[src/rtl/programm_lader.sv]
// UART program loader: receives a length-prefixed word stream, writes it into
// the instruction RAM and then releases the CPU from reset.
module programm_lader #(
   parameter int CLKS_PER_BIT = 217,
   parameter int WORDS        = 256,
   parameter int HALTEZYKLEN  = 10
) (
   input  logic        Clock,
   input  logic        Reset,
   input  logic        UartRx,
   output logic [31:0] InstruktionAdresse,
   output logic [31:0] InstruktionRAMEingang,
   output logic        BeschreibeInstruktionRAM,
   output logic        InstruktionInitialisierung,
   output logic        CPUReset,
   output logic        Fertig,
   output logic        Fehler
);

   localparam int HALB = (CLKS_PER_BIT / 2 > 0) ? CLKS_PER_BIT / 2 : 1;
   localparam int ZW   = $clog2(CLKS_PER_BIT + 1);
   localparam int AW   = $clog2(WORDS + 1);
   localparam int HW   = $clog2(HALTEZYKLEN + 1);

   typedef enum logic [1:0] {EMPF_RUHE, EMPF_START, EMPF_DATEN, EMPF_STOP} empfZustand_t;
   typedef enum logic [2:0] {LAENGE0, LAENGE1, DATEN, SCHREIBEN, HALTEN, LAUF, FEHLER} ladeZustand_t;

   // Reset asserts asynchronously but releases only after two clean edges.
   logic [1:0] resetSync;
   logic       aktiv;
   always_ff @(posedge Clock or negedge Reset) begin
      if (!Reset) resetSync <= '0;
      else        resetSync <= {resetSync[0], 1'b1};
   end
   assign aktiv = resetSync[1];

   logic [1:0] rxSync;
   logic       rx;
   always_ff @(posedge Clock or negedge Reset) begin
      if (!Reset)     rxSync <= 2'b11;
      else if (aktiv) rxSync <= {rxSync[0], UartRx};
   end
   assign rx = rxSync[1];

   empfZustand_t empfZustand, empfNaechst;
   logic [ZW-1:0] takt, taktNaechst;
   logic [2:0]    bitZaehler, bitNaechst;
   logic [7:0]    schieber, schieberNaechst;
   logic          byteGueltig, byteGueltigNaechst;
   logic          rahmenFehler, rahmenFehlerNaechst;

   // NOTE: every output of a combinational block gets a default first, so no path can infer a latch.
   always_comb begin
      empfNaechst         = empfZustand;
      taktNaechst         = takt;
      bitNaechst          = bitZaehler;
      schieberNaechst     = schieber;
      byteGueltigNaechst  = 1'b0;
      rahmenFehlerNaechst = 1'b0;
      case (empfZustand)
         EMPF_RUHE: if (!rx) begin
            empfNaechst = EMPF_START;
            taktNaechst = '0;
         end
         EMPF_START: if (takt == ZW'(HALB - 1)) begin
            taktNaechst = '0;
            bitNaechst  = '0;
            empfNaechst = rx ? EMPF_RUHE : EMPF_DATEN;
         end else taktNaechst = takt + ZW'(1);
         EMPF_DATEN: if (takt == ZW'(CLKS_PER_BIT - 1)) begin
            taktNaechst     = '0;
            schieberNaechst = {rx, schieber[7:1]};
            if (bitZaehler == 3'd7) empfNaechst = EMPF_STOP;
            else                    bitNaechst  = bitZaehler + 3'd1;
         end else taktNaechst = takt + ZW'(1);
         EMPF_STOP: if (takt == ZW'(CLKS_PER_BIT - 1)) begin
            empfNaechst         = EMPF_RUHE;
            byteGueltigNaechst  = rx;
            rahmenFehlerNaechst = !rx;
         end else taktNaechst = takt + ZW'(1);
         default: empfNaechst = EMPF_RUHE;
      endcase
   end

   // NOTE: sequential state uses non-blocking assignments so every register samples pre-edge values.
   always_ff @(posedge Clock or negedge Reset) begin
      if (!Reset) begin
         empfZustand  <= EMPF_RUHE;
         takt         <= '0;
         bitZaehler   <= '0;
         schieber     <= '0;
         byteGueltig  <= 1'b0;
         rahmenFehler <= 1'b0;
      end else if (aktiv) begin
         empfZustand  <= empfNaechst;
         takt         <= taktNaechst;
         bitZaehler   <= bitNaechst;
         schieber     <= schieberNaechst;
         byteGueltig  <= byteGueltigNaechst;
         rahmenFehler <= rahmenFehlerNaechst;
      end
   end

   ladeZustand_t  zustand, zustandNaechst;
   logic [15:0]   laenge, laengeNaechst, laengeNeu;
   logic [AW-1:0] adresse, adresseNaechst;
   logic [31:0]   eingang, eingangNaechst;
   logic [1:0]    byteLane, byteLaneNaechst;
   logic [HW-1:0] halteZaehler, halteNaechst;

   assign laengeNeu = {schieber, laenge[7:0]};

   always_comb begin
      zustandNaechst  = zustand;
      laengeNaechst   = laenge;
      adresseNaechst  = adresse;
      eingangNaechst  = eingang;
      byteLaneNaechst = byteLane;
      halteNaechst    = halteZaehler;
      case (zustand)
         LAENGE0:
            if (rahmenFehler) zustandNaechst = FEHLER;
            else if (byteGueltig) begin
               laengeNaechst  = {8'h00, schieber};
               zustandNaechst = LAENGE1;
            end
         LAENGE1:
            if (rahmenFehler) zustandNaechst = FEHLER;
            else if (byteGueltig) begin
               laengeNaechst   = laengeNeu;
               byteLaneNaechst = '0;
               halteNaechst    = '0;
               if (laengeNeu == 16'd0)                zustandNaechst = HALTEN;
               else if (32'(laengeNeu) > 32'(WORDS))  zustandNaechst = FEHLER;
               else                                   zustandNaechst = DATEN;
            end
         DATEN:
            if (rahmenFehler) zustandNaechst = FEHLER;
            else if (byteGueltig) begin
               eingangNaechst[8*byteLane +: 8] = schieber;
               byteLaneNaechst = byteLane + 2'd1;
               if (byteLane == 2'd3) zustandNaechst = SCHREIBEN;
            end
         SCHREIBEN: begin
            adresseNaechst = adresse + AW'(1);
            halteNaechst   = '0;
            if (rahmenFehler)                                  zustandNaechst = FEHLER;
            else if (32'(adresse) + 32'd1 == 32'(laenge))      zustandNaechst = HALTEN;
            else                                               zustandNaechst = DATEN;
         end
         HALTEN:
            if (halteZaehler == HW'(HALTEZYKLEN - 1)) zustandNaechst = LAUF;
            else halteNaechst = halteZaehler + HW'(1);
         default: ;
      endcase
   end

   always_ff @(posedge Clock or negedge Reset) begin
      if (!Reset) begin
         zustand      <= LAENGE0;
         laenge       <= '0;
         adresse      <= '0;
         eingang      <= '0;
         byteLane     <= '0;
         halteZaehler <= '0;
      end else if (aktiv) begin
         zustand      <= zustandNaechst;
         laenge       <= laengeNaechst;
         adresse      <= adresseNaechst;
         eingang      <= eingangNaechst;
         byteLane     <= byteLaneNaechst;
         halteZaehler <= halteNaechst;
      end
   end

   assign InstruktionAdresse         = 32'(adresse);
   assign InstruktionRAMEingang      = eingang;
   assign BeschreibeInstruktionRAM   = (zustand == SCHREIBEN);
   assign CPUReset                   = (zustand != LAUF);
   assign InstruktionInitialisierung = (zustand != LAUF);
   assign Fertig                     = (zustand == LAUF);
   assign Fehler                     = (zustand == FEHLER);

endmodule
[config.mk]
export PLATFORM = sky130hd
export DESIGN_NAME = programm_lader
export DESIGN_NICKNAME = d
export VERILOG_FILES = /design/src/rtl/programm_lader.sv
export SDC_FILE = /design/constraint.sdc
export NUM_CORES = 1
export LEC_CHECK = 0
export CELL_PAD_IN_SITES_DETAIL_PLACEMENT = 1
export CELL_PAD_IN_SITES_GLOBAL_PLACEMENT = 2
export CORE_AREA = 2 2 122 124
export CTS_CLUSTER_SIZE = 10
export DETAILED_ROUTE_END_ITERATION = 12
export DIE_AREA = 0 0 124 126
export PLACE_DENSITY = 0.76
export SETUP_SLACK_MARGIN = 0.15
export SKIP_CTS_REPAIR_TIMING = 1
export SLEW_MARGIN = 5
export SYNTH_ARGS = -nofsm -noshare
export SYNTH_HDL_FRONTEND = slang
export SYNTH_SLANG_ARGS = --single-unit
export TNS_END_PERCENT = 100
[constraint.sdc]
create_clock -name Clock -period 2.5 [get_ports Clock]
set_input_delay 0.25 -clock Clock [delete_from_list [all_inputs] [get_ports Clock]]
set_output_delay 0.25 -clock Clock [all_outputs]
set_load 0.005 [all_outputs]
== Word level (Yosys, flattened, before mapping) ==
Index checks and enable logic that the tools add are counted.
Storage, ports and cells
  register bits after elaboration: 93
  bits in latches: 0
  bits in writable memories: 0
  bits in read-only memories: 0
  output and inout port bits: 69
  word-level logic and storage cells: 130
  memories: 0
Operators by class
  add/subtract/negate cells: 7
  multiply operators: 0
  div/mod/pow operators: 0
  magnitude comparators: 1
  equal/unequal tests: 35
  shift operators: 2
  muxes and demuxes: 48
  bitwise gates (word level): 2
  reduce and logical (&&, ||, !) cells: 20
Operators by type and width (number)
  16-bit 2-to-1 mux: 4
  3-bit 2-to-1 mux: 15
  5-bit negation with 34-bit output: 1
  8-bit by 34-bit variable shift with 32-bit output, first input constant: 1
  8-bit by 34-bit indexed part select with 32-bit output: 1
  32-bit bitwise mux: 1
  8-bit 2-to-1 mux: 4
  16-bit case mux with 2 select lines: 1
  8-bit case mux with 4 select lines: 1
  2-bit inequality test, second input constant: 15
  2-bit 2-to-1 mux: 10
  6-bit AND reduction: 3
  10-bit by 16-bit equality test with 1-bit output: 1
  16-bit by 9-bit > comparator with 1-bit output, second input constant: 1
  16-bit logical NOT: 1
  3-bit inequality test, second input constant: 5
  3-bit case mux with 5 select lines: 1
  5-bit AND reduction: 3
  3-bit equality test, second input constant: 4
  4-bit 2-to-1 mux: 3
  4-bit case mux with 3 select lines: 1
  9-bit by 1-bit adder with 10-bit output, second input constant: 1
  9-bit by 1-bit adder with 9-bit output, second input constant: 1
  8-bit by 1-bit adder with 8-bit output, second input constant: 1
  other kinds (25): 35

== Depth between registers and ports, before layout ==
  depth after elaboration: 6
  depth in mapped cells: 8
  depth with buffers taken out: 8

== Least setup slack after synthesis ==
No wires, ideal clock.
  path type: register to register
  from: reg adresse[3]
  to: reg zustand[1]
  library setup time: 0.121 ns
  arrival time: 1.715 ns
  data required time: 2.379 ns
  slack: 0.664 ns
  stages on the path, launching flop included: 7
  path through: dfrtp_1 -> clkbuf_1 -> or2_0 -> a311o_1 -> a2111oi_4 -> and4_1 -> a21oi_1
Between the ends
  cells in the longest elaborated chain, start to end: 5
Ends and longest elaborated chain
  start, declared: RTL line 106  | logic [AW-1:0] adresse, adresseNaechst;
  start signal, assigned: RTL line 169  | adresse <= adresseNaechst;
  9-bit by 1-bit adder with 10-bit output: RTL line 148  | else if (32'(adresse) + 32'd1 == 32'(laenge)) zustandNaechst = HALTEN;
  10-bit by 16-bit equality test with 1-bit output: RTL line 148
  3-bit 2-to-1 mux: RTL line 148
  3-bit 2-to-1 mux: RTL line 147  | if (rahmenFehler) zustandNaechst = FEHLER;
  3-bit case mux with 5 select lines: RTL line 120  | case (zustand)
  end signal, assigned: RTL line 167  | zustand <= zustandNaechst;
  end, declared: RTL line 104  | ladeZustand_t zustand, zustandNaechst;
Every way passes these cells.
A chain may end at the register's enable or synchronous reset.

== Worst setup path after layout ==
  from: reg zustand[2]
  to: out Fertig
Between the ends
  cells in the longest elaborated chain, start to end: 1
Ends and longest elaborated chain
  3-bit equality test: RTL line 181  | assign Fertig = (zustand == LAUF);
  end, declared: RTL line 16  | output logic Fertig,
Every way passes these cells.

==> results by group <==
Run status
  – Status: complete, no violations

Detailed routing
  – Post-DR vias/cell: 4.90
  – DRT Pass-1 Iters: 4
  – Routed WL per cell: 15.9 um
  – Antenna Nets Post-Route: 0
  – DRT iter0 DRCs: 203
  – Final wirelength: 11700 um
  – DRC: 0
  – Vias post-DR: 3611

Floorplanning
  – Die Y: 126 um
  – Core area: 14300 um^2
  – Starting Density: 33.4%
  – Site Rows: 44
  – Die width: 124 um
  – Ports: 72
  – Die Area: 15600 um^2

STA
  – Worst Tran Pin Value: 590 ps
  – # setup viols final: 0
  – Fin Setup TNS: 0 ps
  – Max-slew headroom: 60.7%
  – RSZ-0062 raised after global routing: yes
  – Final hold violation count: 0
  – Fin crit period: 2250 ps
  – Crit share post-route: 90.0%
  – Clk_skew: 13.2 ps
  – Max Slew Vio Count: 0
  – Fmax: 445 MHz

Critical path
  – Crit. End Element: output port
  – Crit Path Max Fanout: 15
  – Setup crit start kind: flip-flop
  – Crit Path Category: reg -> out
  – Crit path DAT: 2000 ps
  – CP required: 2250 ps

Logic synthesis
  – Avg Cell Area, Syn: 9.47 um^2
  – Adder-Cell Fraction of Synth Area: 3.40%
  – Cell area after synthesis: 4780 um^2
  – Main combinational cell family by area after synthesis: simple AND/OR/NAND/NOR gates
  – Simple-Gate Fraction of Synth Area: 19.2%
  – Yosys reg bits: 93
  – Prevailing post-synth register cell: dfrtp_1
  – Seq/Total Area, Yosys: 48.7%
  – Multiplexer area fraction after synthesis: 4.89%
  – Compound-Gate Fraction of Synth Area: 12.8%
  – EDFF count, synth: 0
  – Ys Warns: 0
  – Post-synthesis async set-or-reset flop share: 100%
  – Synth cell types: 54
  – Xor/xnor share of the synthesized area: 4.03%
  – Mapped Cells: 505

Clock tree
  – Longest Clk Path Bufs: 2
  – CTS Buf Count: 9
  – Root Buffer: clkbuf_16
  – Reg clk slew, reported paths: 70 ps
  – Clock Latency Late Sink: 350 ps
  – Deepest level of the CTS H-tree: 3
  – CTS tree: yes
  – Clock sink count: 93

Power and ir drop
  – Peak supply drop: 0.308 mV
  – Power Total: 3.11 mW
  – Power Density: 546 nW/um^2
  – Lkg Pwr: 2.48 nW

Finish
  – Seq. cell area: 2330 um^2
  – # diodes: 0
  – Fillcell total: 1646
  – Area growth syn-to-layout: 19.0%
  – Nets: 564
  – Most frequent cells in the layout: nand2_1, dfrtp_1, clkdlybuf4s50_1, o21ai_0, conb_1
  – Layout cells sized above 1: 8.32%
  – Commonest non-fill, non-tap cell in the layout: nand2_1
  – Multi-input gate area: 2210 um^2

GRT
  – Aggregate global routing overflow: 0
  – Initial antenna violation count: 0
  – Total Routing Usage GR: 16.2%
  – Vias in the first global route: 3783
  – Largest net degree at the start of global routing: 51
  – First-pass GRT wire length: 19700 um

Min path
  – Hold crit path type: reg -> reg

Flow run
  – Total of max-cap violations: 0

Placement
  – Post-detail-place hpwl: 8330 um
  – GP Congestion: 0.751
  – Port buffer count: 48
[final timing paths]
path	from	endpoint	slack, ps	cells after the start
worst max-delay path	zustand[2]	Fertig	250	4
worst max register to register	zustand[1]	halteZaehler[3]	350	6
worst min-delay path	resetSync[0]	resetSync[1]	350	0
min in group asynchronous	Reset	laenge[10]	450	2
max in group asynchronous	Reset	rxSync[1]	1310	3
worst min register to register	resetSync[0]	resetSync[1]	350	0
[worst max-delay path: stages (launching register included)]
cell             delay (ps)
dfrtp_2                 510
inv_1                   110
or3_1                   450
inv_1                    80
clkdlybuf4s50_1         500
[per-stage QoR]
stage	util [%]	instance area [um^2]	hold slack, ps	std cells	setup WS (ps)
6_report	39.7	5690	350	737	251
5_1_grt	39.7	5690	372	737	117
4_1_cts	39.7	5680	-75.5	736	73.7
3_5_place_dp	37.6	5380	307	720	350
3_3_place_gp	37.6	5380	295	720	437
2_1_floorplan	-	4860	-45.6	527	664
[synth_stat cells (2+ instances only)]
| library cell | instances | area share, % |
|---|---|---|
| nor4_1 | 7 | 0.92 |
| ha_1 | 13 | 3.4 |
| conb_1 | 2 | 0.16 |
| nand3_1 | 14 | 1.5 |
| xor2_1 | 12 | 2.2 |
| a22o_1 | 11 | 2.0 |
| a21oi_1 | 14 | 1.5 |
| dfrtp_1 | 91 | 48 |
| nand4_1 | 4 | 0.52 |
| buf_2 | 2 | 0.21 |
| inv_1 | 11 | 0.86 |
| nand4b_1 | 2 | 0.37 |
| nor2b_1 | 4 | 0.52 |
| buf_1 | 3 | 0.24 |
| mux2_1 | 9 | 2.1 |
| dfstp_2 | 2 | 1.1 |
| and3_1 | 4 | 0.52 |
| or2_1 | 2 | 0.26 |
| clkbuf_1 | 20 | 1.6 |
| o21ai_1 | 23 | 2.4 |
| xnor2_1 | 10 | 1.8 |
| nor3_1 | 8 | 0.84 |
| nor2_1 | 23 | 1.8 |
| a41oi_1 | 3 | 0.55 |
| and2_1 | 2 | 0.26 |
| o21ai_0 | 30 | 3.1 |
| o31a_1 | 2 | 0.37 |
| nand2_1 | 97 | 7.6 |
| o31ai_1 | 2 | 0.31 |
| buf_4 | 24 | 3.8 |
| mux2_2 | 10 | 2.4 |
| inv_2 | 2 | 0.16 |
| mux2i_1 | 2 | 0.42 |
| or3_1 | 5 | 0.65 |
| nor3b_1 | 6 | 0.94 |
| nand3b_1 | 3 | 0.47 |
| nand2b_1 | 7 | 0.92 |
| a31oi_1 | 3 | 0.39 |
[area by class of cell]
type | count | share of cell area (%)
Sequential cell | 93 | 41.0
Multi-Input combinational cell | 372 | 38.8
Timing Repair Buffer | 59 | 10.1
Tap cell | 184 | 4.05
Clock buffer | 9 | 3.96
Clock inverter | 7 | 1.21
Inverter | 13 | 0.858
[sequential cells by signal (all words and copies together) (netlist names), 2 cells and up, named ones only]
register               cells
resetSync                  2
takt                       8
rxSync                     2
byteLane                   2
adresse                    9
laenge                    16
zustand                    3
InstruktionRAMEingang     32
halteZaehler               4
schieber                   8
bitZaehler                 3
[cells by family after synthesis]
group | Yosys count
adders and majority gates | 13
buffers and inverters | 62
AOI/OAI and AO/OA | 98
and+or+nand+nor | 194
other | 2
xor gates and xnor gates | 22
muxes | 21
DFF | 93
[layer usage]
layer / vias up / global-route usage [%] / part of all wire [%]
met1: 1777 / 23.3 / 51
met4: 0 / 5.88 / 1.4
met2: 48 / 24.2 / 46
met5: - / 0 / 0
met3: 10 / 2.99 / 2.5
li1: 1776 / - / -
[power by group]
group	switching (mW)	internal, mW
sequential	0.0562	1.55
clock	0.651	0.697
combinational	0.0952	0.0539
No activity file was read; power rests on OpenSTA's default activity.
